`src/rtl/hazard_ctrl_pkg.sv`:
```
// Shared types for the hazard controller: shadow-stage record, FSM states
// and the ID-stage capture rule.
package hazard_ctrl_pkg;

  localparam int REG_W = 5;

  typedef enum logic [0:0] {
    ST_RUN      = 1'b0,
    ST_MEM_WAIT = 1'b1
  } state_t;

  // One shadow pipeline slot: destination tag plus the control bits the
  // forwarding unit and the hazard logic care about.
  typedef struct packed {
    logic [REG_W-1:0] rd;
    logic             reg_write;
    logic             mem_to_reg;
    logic             mem_access;
    logic             valid;
  } stage_t;

  localparam stage_t STAGE_BUBBLE = '0;

  // Build the ID/EX record from decoder fields. An empty ID slot becomes a
  // bubble, and x0 is never tracked as a written register.
  function automatic stage_t capture_id(
    input logic             valid,
    input logic [REG_W-1:0] rd,
    input logic             reg_write,
    input logic             mem_to_reg,
    input logic             mem_access
  );
    stage_t s;
    s = STAGE_BUBBLE;
    if (valid) begin
      s.rd         = rd;
      s.reg_write  = reg_write && (rd != '0);
      s.mem_to_reg = mem_to_reg;
      s.mem_access = mem_access;
      s.valid      = 1'b1;
    end
    return s;
  endfunction

endpackage

```
`src/rtl/hazard_shadow_stage.sv`:
```
// One shadow pipeline register: loads on advance (or loads a bubble), holds
// otherwise.
module hazard_shadow_stage
  import hazard_ctrl_pkg::*;
(
  input  logic   clk,
  input  logic   rst,
  input  logic   advance,
  input  logic   bubble,
  input  stage_t d,
  output stage_t q
);

  // Stage register with synchronous reset, advance and bubble insertion.
  // NOTE: reset is sampled only on the clock edge; every flop here gets a
  // defined value since there is no storage array to leave unreset.
  // NOTE: sequential state uses <= so all three stages shift together on the
  // same edge instead of racing each other.
  always_ff @(posedge clk) begin
    if (rst) begin
      q <= STAGE_BUBBLE;
    end else if (advance) begin
      q <= bubble ? STAGE_BUBBLE : d;
    end
  end

endmodule

```
`src/rtl/hazard_ctrl.sv`:
```
// Pipeline hazard controller: shadow destination-tag pipeline for forwarding,
// load-use stalls, taken-branch flushes and data-memory wait freezes.
module hazard_ctrl
  import hazard_ctrl_pkg::*;
#(
  parameter int MAX_WAIT = 15,
  parameter int CNT_W    = 16
) (
  input  logic             clk,
  input  logic             rst,
  input  logic             id_valid,
  input  logic [REG_W-1:0] id_rs1,
  input  logic [REG_W-1:0] id_rs2,
  input  logic             id_uses_rs1,
  input  logic             id_uses_rs2,
  input  logic [REG_W-1:0] id_rd,
  input  logic             id_RegWrite,
  input  logic             id_MemtoReg,
  input  logic             id_MemAccess,
  input  logic             ex_branch_taken,
  input  logic             mem_ready,
  output logic [REG_W-1:0] ex_mem_WriteReg,
  output logic [REG_W-1:0] mem_wb_WriteReg,
  output logic             ex_mem_RegWrite,
  output logic             ex_mem_MemtoReg,
  output logic             mem_wb_RegWrite,
  output logic             mem_wb_MemtoReg,
  output logic             pc_stall,
  output logic             if_id_stall,
  output logic             id_ex_bubble,
  output logic             if_id_flush,
  output logic             pipe_freeze,
  output logic             mem_timeout,
  output logic [CNT_W-1:0] stall_count
);

  localparam int WAIT_W = $clog2(MAX_WAIT + 1);

  stage_t            id_stage;
  stage_t            id_ex;
  stage_t            ex_mem;
  stage_t            mem_wb;
  state_t            state;
  state_t            state_next;
  logic [WAIT_W-1:0] wait_cnt;
  logic [WAIT_W-1:0] wait_next;
  logic              timeout_next;
  logic              freeze;
  logic              flush;
  logic              load_use;
  logic              rs_hit;
  logic              advance;

  assign id_stage = capture_id(id_valid, id_rd, id_RegWrite, id_MemtoReg, id_MemAccess);

  // Hazard decode with priority freeze > flush > load-use.
  // NOTE: every signal written here gets a value on every path, otherwise
  // synthesis infers a latch to remember the old one.
  always_comb begin
    rs_hit   = (id_uses_rs1 && (id_rs1 == id_ex.rd)) ||
               (id_uses_rs2 && (id_rs2 == id_ex.rd));
    freeze   = ex_mem.mem_access && !mem_ready;
    flush    = ex_branch_taken && !freeze;
    load_use = !freeze && !flush && id_ex.mem_to_reg && (id_ex.rd != '0) &&
               id_valid && rs_hit;
  end

  assign advance      = !freeze;
  assign pipe_freeze  = freeze;
  assign pc_stall     = freeze || load_use;
  assign if_id_stall  = freeze || load_use;
  assign id_ex_bubble = flush || load_use;
  assign if_id_flush  = flush;

  hazard_shadow_stage u_id_ex (
    .clk     (clk),
    .rst     (rst),
    .advance (advance),
    .bubble  (id_ex_bubble),
    .d       (id_stage),
    .q       (id_ex)
  );

  hazard_shadow_stage u_ex_mem (
    .clk     (clk),
    .rst     (rst),
    .advance (advance),
    .bubble  (1'b0),
    .d       (id_ex),
    .q       (ex_mem)
  );

  hazard_shadow_stage u_mem_wb (
    .clk     (clk),
    .rst     (rst),
    .advance (advance),
    .bubble  (1'b0),
    .d       (ex_mem),
    .q       (mem_wb)
  );

  assign ex_mem_WriteReg = ex_mem.rd;
  assign ex_mem_RegWrite = ex_mem.reg_write;
  assign ex_mem_MemtoReg = ex_mem.mem_to_reg;
  assign mem_wb_WriteReg = mem_wb.rd;
  assign mem_wb_RegWrite = mem_wb.reg_write;
  assign mem_wb_MemtoReg = mem_wb.mem_to_reg;

  // The writeback slot only feeds forwarding tags; its access/valid bits
  // have no consumer.
  logic unused_mem_wb;
  assign unused_mem_wb = mem_wb.mem_access ^ mem_wb.valid;

  // Wait FSM state, wait counter and sticky timeout registers.
  always_ff @(posedge clk) begin
    if (rst) begin
      state       <= ST_RUN;
      wait_cnt    <= '0;
      mem_timeout <= 1'b0;
    end else begin
      state       <= state_next;
      wait_cnt    <= wait_next;
      mem_timeout <= timeout_next;
    end
  end

  // Next-state logic: count cycles spent waiting on data memory; the timeout
  // flags the condition but does not force the FSM out of MEM_WAIT.
  always_comb begin
    state_next   = state;
    wait_next    = wait_cnt;
    timeout_next = mem_timeout;
    unique case (state)
      ST_RUN: begin
        wait_next = '0;
        if (freeze) state_next = ST_MEM_WAIT;
      end
      ST_MEM_WAIT: begin
        if (mem_ready) begin
          state_next = ST_RUN;
          wait_next  = '0;
        end else begin
          if (wait_cnt != WAIT_W'(MAX_WAIT)) wait_next = wait_cnt + 1'b1;
          if (wait_next == WAIT_W'(MAX_WAIT)) timeout_next = 1'b1;
        end
      end
      default: state_next = ST_RUN;
    endcase
  end

  // Saturating count of cycles in which the PC did not advance.
  always_ff @(posedge clk) begin
    if (rst) begin
      stall_count <= '0;
    end else if (pc_stall && (stall_count != {CNT_W{1'b1}})) begin
      stall_count <= stall_count + 1'b1;
    end
  end

endmodule

```
`config.mk`:
```
export PLATFORM = sky130hd
export DESIGN_NAME = hazard_ctrl
export DESIGN_NICKNAME = d
export VERILOG_FILES = /design/src/rtl/hazard_ctrl_pkg.sv /design/src/rtl/hazard_shadow_stage.sv /design/src/rtl/hazard_ctrl.sv
export SDC_FILE = /design/constraint.sdc
export NUM_CORES = 1
export LEC_CHECK = 0
export CAP_MARGIN = 40
export CORE_UTILIZATION = 45
export DETAILED_ROUTE_END_ITERATION = 16
export GPL_TIMING_DRIVEN = 0
export PLACE_DENSITY = 0.75
export SLEW_MARGIN = 20
export SYNTH_ARGS = -nofsm -noshare
export SYNTH_HDL_FRONTEND = slang
export SYNTH_SLANG_ARGS = --single-unit
```
`constraint.sdc`:
```
create_clock -name clk -period 4.9 [get_ports clk]
set_clock_uncertainty 0.2 [all_clocks]
set_input_delay 0.49 -clock clk [delete_from_list [all_inputs] [get_ports clk]]
set_output_delay 0.49 -clock clk [all_outputs]
set_load 0.02 [all_outputs]
```
After elaboration in Yosys (flattened, before gate mapping)
Index checks and enable logic that the tools add are counted.

Add/subtract/negate cells: 2. Eq/ne operators: 5. Mux-type cells: 10. Bitwise logic cells: 2. Reduce and logical (&&, ||, !) cells: 20.

Operators by type and width (count): 9-bit two-way mux (2); 16-bit by 1-bit adder with 16-bit output (second input constant) (1); 4-bit two-way mux (4); 16-bit != test (second input constant) (1); 1-bit logical AND (11); 5-bit == test (2); 5-bit nonzero test (2); 4-bit one-hot mux with 2 select lines (1); 4-bit by 1-bit adder with 4-bit output (second input constant) (1); 4-bit == test (second input constant) (1); 4-bit != test (second input constant) (1); 1-bit zero test (3); 1-bit logical OR (3); 3-bit AND reduction (1); 1-bit two-way mux (2); 1-bit inverter (2); 1-bit one-hot mux with 2 select lines (1).

Register bits after elaboration: 45. Input bits: 25. Output and inout bits: 36. Word-level logic and storage cells: 54.

Logic depth before layout (Yosys ltp)
Gate-level depths: netlist of run 1.

Word-level depth: 12. Gate-level depth with buffers: 9. Depth with buffers taken out: 7.

By module
From an unflattened synthesis of run 1, not the netlist that was laid out.

Cell total of the unflattened synthesis: 280. Area, all modules: 2497.4 um^2.

Modules (own cells, without submodules): hazard_ctrl (times used 1, cells each 166, area an instance 1345.0 um^2); hazard_shadow_stage (times used 3, cells each 38, area an instance 384.1 um^2).

Least setup slack after synthesis of run 1
No wires, ideal clock.

Kind: input to output. Start: input mem_ready. End: output pc_stall. Arrival time: 1.731 ns. Data required time: 4.210 ns. Setup slack: 2.479 ns. Stages on the path: 8. Path through: nand2b_1 > buf_4 > nand2_2 > nor4b_2 > a21oi_2 > buf_6 > inv_1 > buf_4.

Word-level cells in the longest chain between the ends: 11.

Ends and longest elaborated chain: start: declaration (RTL line hazard_ctrl.sv:21) `input logic mem_ready,`; 1-bit zero test * (RTL line hazard_ctrl.sv:62) `freeze = ex_mem.mem_access && !mem_ready;`; 1-bit logical AND * (RTL line hazard_ctrl.sv:62); 1-bit zero test; 1-bit logical AND (RTL line hazard_ctrl.sv:63) `flush = ex_branch_taken && !freeze;`; 1-bit zero test (RTL line hazard_ctrl.sv:64) `load_use = !freeze && !flush && id_ex.mem_to_reg && (id_ex.rd != '0) &&`; 1-bit logical AND (4 in series) (RTL line hazard_ctrl.sv:64); 1-bit logical AND (RTL line hazard_ctrl.sv:65) `id_valid && rs_hit;`; 1-bit logical OR *; end: declaration (RTL line hazard_ctrl.sv:28) `output logic pc_stall,`.

Every way passes the cells marked *; elsewhere a longest branch is shown, timed or not.

Worst setup path after layout of run 1
Start: input mem_ready. End: output pc_stall.

Word-level cells in the longest chain between the ends: 11.

Ends and longest elaborated chain: 1-bit zero test * (RTL line hazard_ctrl.sv:62); 1-bit logical AND * (RTL line hazard_ctrl.sv:62); 1-bit zero test; 1-bit logical AND (RTL line hazard_ctrl.sv:63); 1-bit zero test (RTL line hazard_ctrl.sv:64); 1-bit logical AND (4 in series) (RTL line hazard_ctrl.sv:64); 1-bit logical AND (RTL line hazard_ctrl.sv:65); 1-bit logical OR * (RTL line hazard_ctrl.sv:70) `assign pc_stall = freeze || load_use;`.

Marked as above.

==> qor.txt, run 1 <==
outcome - finished with violations
violated checks - design-rule violations
Internal Dissipation - 0.0005700 W
post-placement setup slack - 1325 ps
Data arrival, critical path - 2890 ps
number of port buffers - 60
leading post-synthesis cells by cell area - dfxtp_1 (43%), nand2_1 (6.4%), a21oi_1 (5.9%)
largest net degree at the start of global routing - 14
synthesized area - 0.002116 mm2
pwr/cell area - 249.1 mW/mm2
Placed Cells - 361
nets@finish - 343
vias in the first global route - 1769
die span in x - 70.57 um
synth cell count leaders - dfxtp_1 (45), nand2_1 (36), a21oi_1 (25), nor2_1 (17), nand3_1 (11)
Rows - 24
clk buf depth - 2
Fin Hold WS - 255.2 ps
Final min period - 3578 ps
warnings from Yosys - 0
Reg power frac - 51.7%
sequential area share after synthesis - 42.58%
Avg Inst Size Synth - 8.497 um2
DR iter-0 viols - 128
clk slew on worst S/H paths - 90 ps
GP Congestion - 0.8080
multi-input logic area - 0.001087 mm2
First-pass DRT Iterations - 10
Final HPWL DP - 3596 um
CP Class - input port to primary output
register bit total from synthesis - 45
die height - 70.57 um
first-pass GRT wire length - 8052 um
DR vias/cell - 5.377
Switch Pwr - 0.0001517 W
Primary FF master, synth - dfxtp_1
share of cells above drive strength 1 - 8.517%
Hold Buf Count CTS - 0
total nets after synthesis - 276
Rel. slew slack - 67.05%
core area - 0.004444 mm2
EDFF count, synth - 0
clock root cell - clkbuf_8
Req. time, crit path - 4210 ps
worst ir drop on vdd - 0.1869 mV
Layout fillers - 405
Non-Filler Instances - 369
fmax - 0.2795 GHz
Ports - 61
most common cell in the netlist - dfxtp_1
worst min path class - register to register
Pins Over Slew Limit - 0
initial core utilization - 47.61%
final hold vios - 0
clock power share - 40.0%
Ant. Diodes - 0
Comb pwr share - 8.3%
drt wl/cell - 13.04 um
TritonCTS clock tree - done
count of cell types in the netlist - 40
crit path launch type - input port
setup TNS - 0 ps
placed cell area - 0.002781 mm2
max-cap violations - 0
unrepaired setup endpoints after global routing - false
synth-to-layout area growth - 36.96%
Skew-Pair Late Insertion Delay - 290 ps
setup bufs post-CTS - 0
Post-synth ARST share - 0%
global-route usage over all layers - 20.04%
Residual DRC - 5
Leak - 0.9820 nW
drt total wl - 4812 um
Worst-Margin Slew - 492.4 ps
Congestion Overflow GR - 0
Post-DRT Antenna Nets - 0
post-CTS sizing - 0
design area - 0.002898 mm2
Cells after Synth - 249
area share of the largest cell type after synthesis - 42.58%
Clock Sinks - 45
Die Area - 0.004980 mm2
fin crit share - 73.02%
CTS buffer count - 5
Max Fanout on Critical Path - 10
FF+latch area - 900.9 um2
final setup margin - 1322 ps
switching share of power - 21.02%
vias after detailed routing - 1984
CP endpoint kind - primary output
area leader, netlist - dfxtp_1
H-tree lvl count - 2
initial antenna violation count - 0
Setup Viol. Count Final - 0
## routing by layer
| metal | track usage (%) | vias to the layer above | part of all wire, % |
|---|---|---|---|
| li1 | - | 1016 | - |
| met1 | 26.46 | 929 | 48 |
| met2 | 33.76 | 35 | 48 |
| met3 | 3.989 | 4 | 3.5 |
| met4 | 5.333 | 0 | 0.79 |
| met5 | 0 | - | 0 |
## cell usage in the layout (no fill, tap or decap), types with 3 or more instances in the layout
cell / count
clkdlybuf4s50_1: 60
dfxtp_1: 45
nand2_1: 36
a21oi_1: 25
nor2_1: 17
nand3_1: 11
xnor2_1: 10
buf_4: 8
clkbuf_1: 8
or4_1: 7
a22o_1: 7
nor2b_1: 7
nand4_1: 6
nor3_1: 6
o21ai_0: 6
mux2_2: 6
o31ai_1: 6
clkbuf_8: 6
inv_1: 5
nor4b_1: 3
## final cells by class
type	instances	share of cell area [%]
clock inverter	1	1.036
tap	52	2.245
timing repair buffer	60	20.73
inverter	6	0.7772
multi-input combinational	180	37.52
clock buffer	7	2.979
sequential	45	31.09
buffer	18	3.627
## state kept, by name, indices dropped and copies added (netlist names)
signal,cells
u_ex_mem.q,8
u_id_ex.q,8
wait_cnt,4
u_mem_wb.q,7
state,1
stall_count,16
mem_timeout,1
## final timing paths
path                                from                     endpoint  slack [ps]  cells past startpoint
max                            mem_ready                     pc_stall        1320                     10
min reg2reg   u_mem_wb.q[2]$_SDFFE_PP0N_   u_mem_wb.q[2]$_SDFFE_PP0N_         260                      2
min           u_mem_wb.q[2]$_SDFFE_PP0N_   u_mem_wb.q[2]$_SDFFE_PP0N_         260                      2
max reg2reg  stall_count[0]$_SDFFE_PP0P_  stall_count[2]$_SDFFE_PP0P_        2310                      7
## critical path, stage by stage
cell and delay [ps]:
clkdlybuf4s50_1 470, nand2b_1 100, buf_4 160, nand2_2 100, nor4b_2 350, a21oi_2 180
buf_6 170, inv_1 140, buf_4 130, clkdlybuf4s50_1 590
## power by group through the flow
stage | registers (W) | clock network (W) | logic (W)
2_1_floorplan | 0.000382 | 0 | 0.0000263
3_3_place_gp | 0.000382 | 0 | 0.0000594
3_5_place_dp | 0.000382 | 0 | 0.0000602
4_1_cts | 0.000373 | 0.000293 | 0.0000605
5_1_grt | 0.000374 | 0.000309 | 0.0000646
6_report | 0.000373 | 0.000288 | 0.0000599
## kinds of logic (layout without fill, tap and decap cells)
logic type	Yosys count	count (layout)	synth area share, %
muxes	8	8	4.139
AOI/OAI and AO/OA	51	51	15.02
xor gates and xnor gates	10	10	4.139
and+or+nand+nor	109	109	26.91
buffers and inverters	24	92	6.032
DFF	45	45	42.58
adders and majority gates	2	2	1.183
## through the flow
stage	util [%]	power (W)
floorplan	-	0.0004086
global placement	62.58	0.0004414
detailed placement	62.58	0.0004422
CTS	65.20	0.0007269
global route	65.20	0.0007473
finish	65.20	0.0007217
No activity file was read; power rests on OpenSTA's default activity.
==> run 2, diff against run 1 <==
- clock period: 4.9 -> 3.5 ns (I/O delays scaled with it)
==> results of run 2 <==
Same layout as run 1 (identical final DEF). Status: finished with violations: design-rule violations.
Main changes from that run: setup slack after placement 1325 ps -> 205.4 ps; setup slack after layout 1322 ps -> 202.3 ps; register-to-register setup slack 2310 ps -> 910 ps; total power 0.0007217 W -> 0.001010 W; worst IR drop on VDD 0.1869 mV -> 0.2617 mV
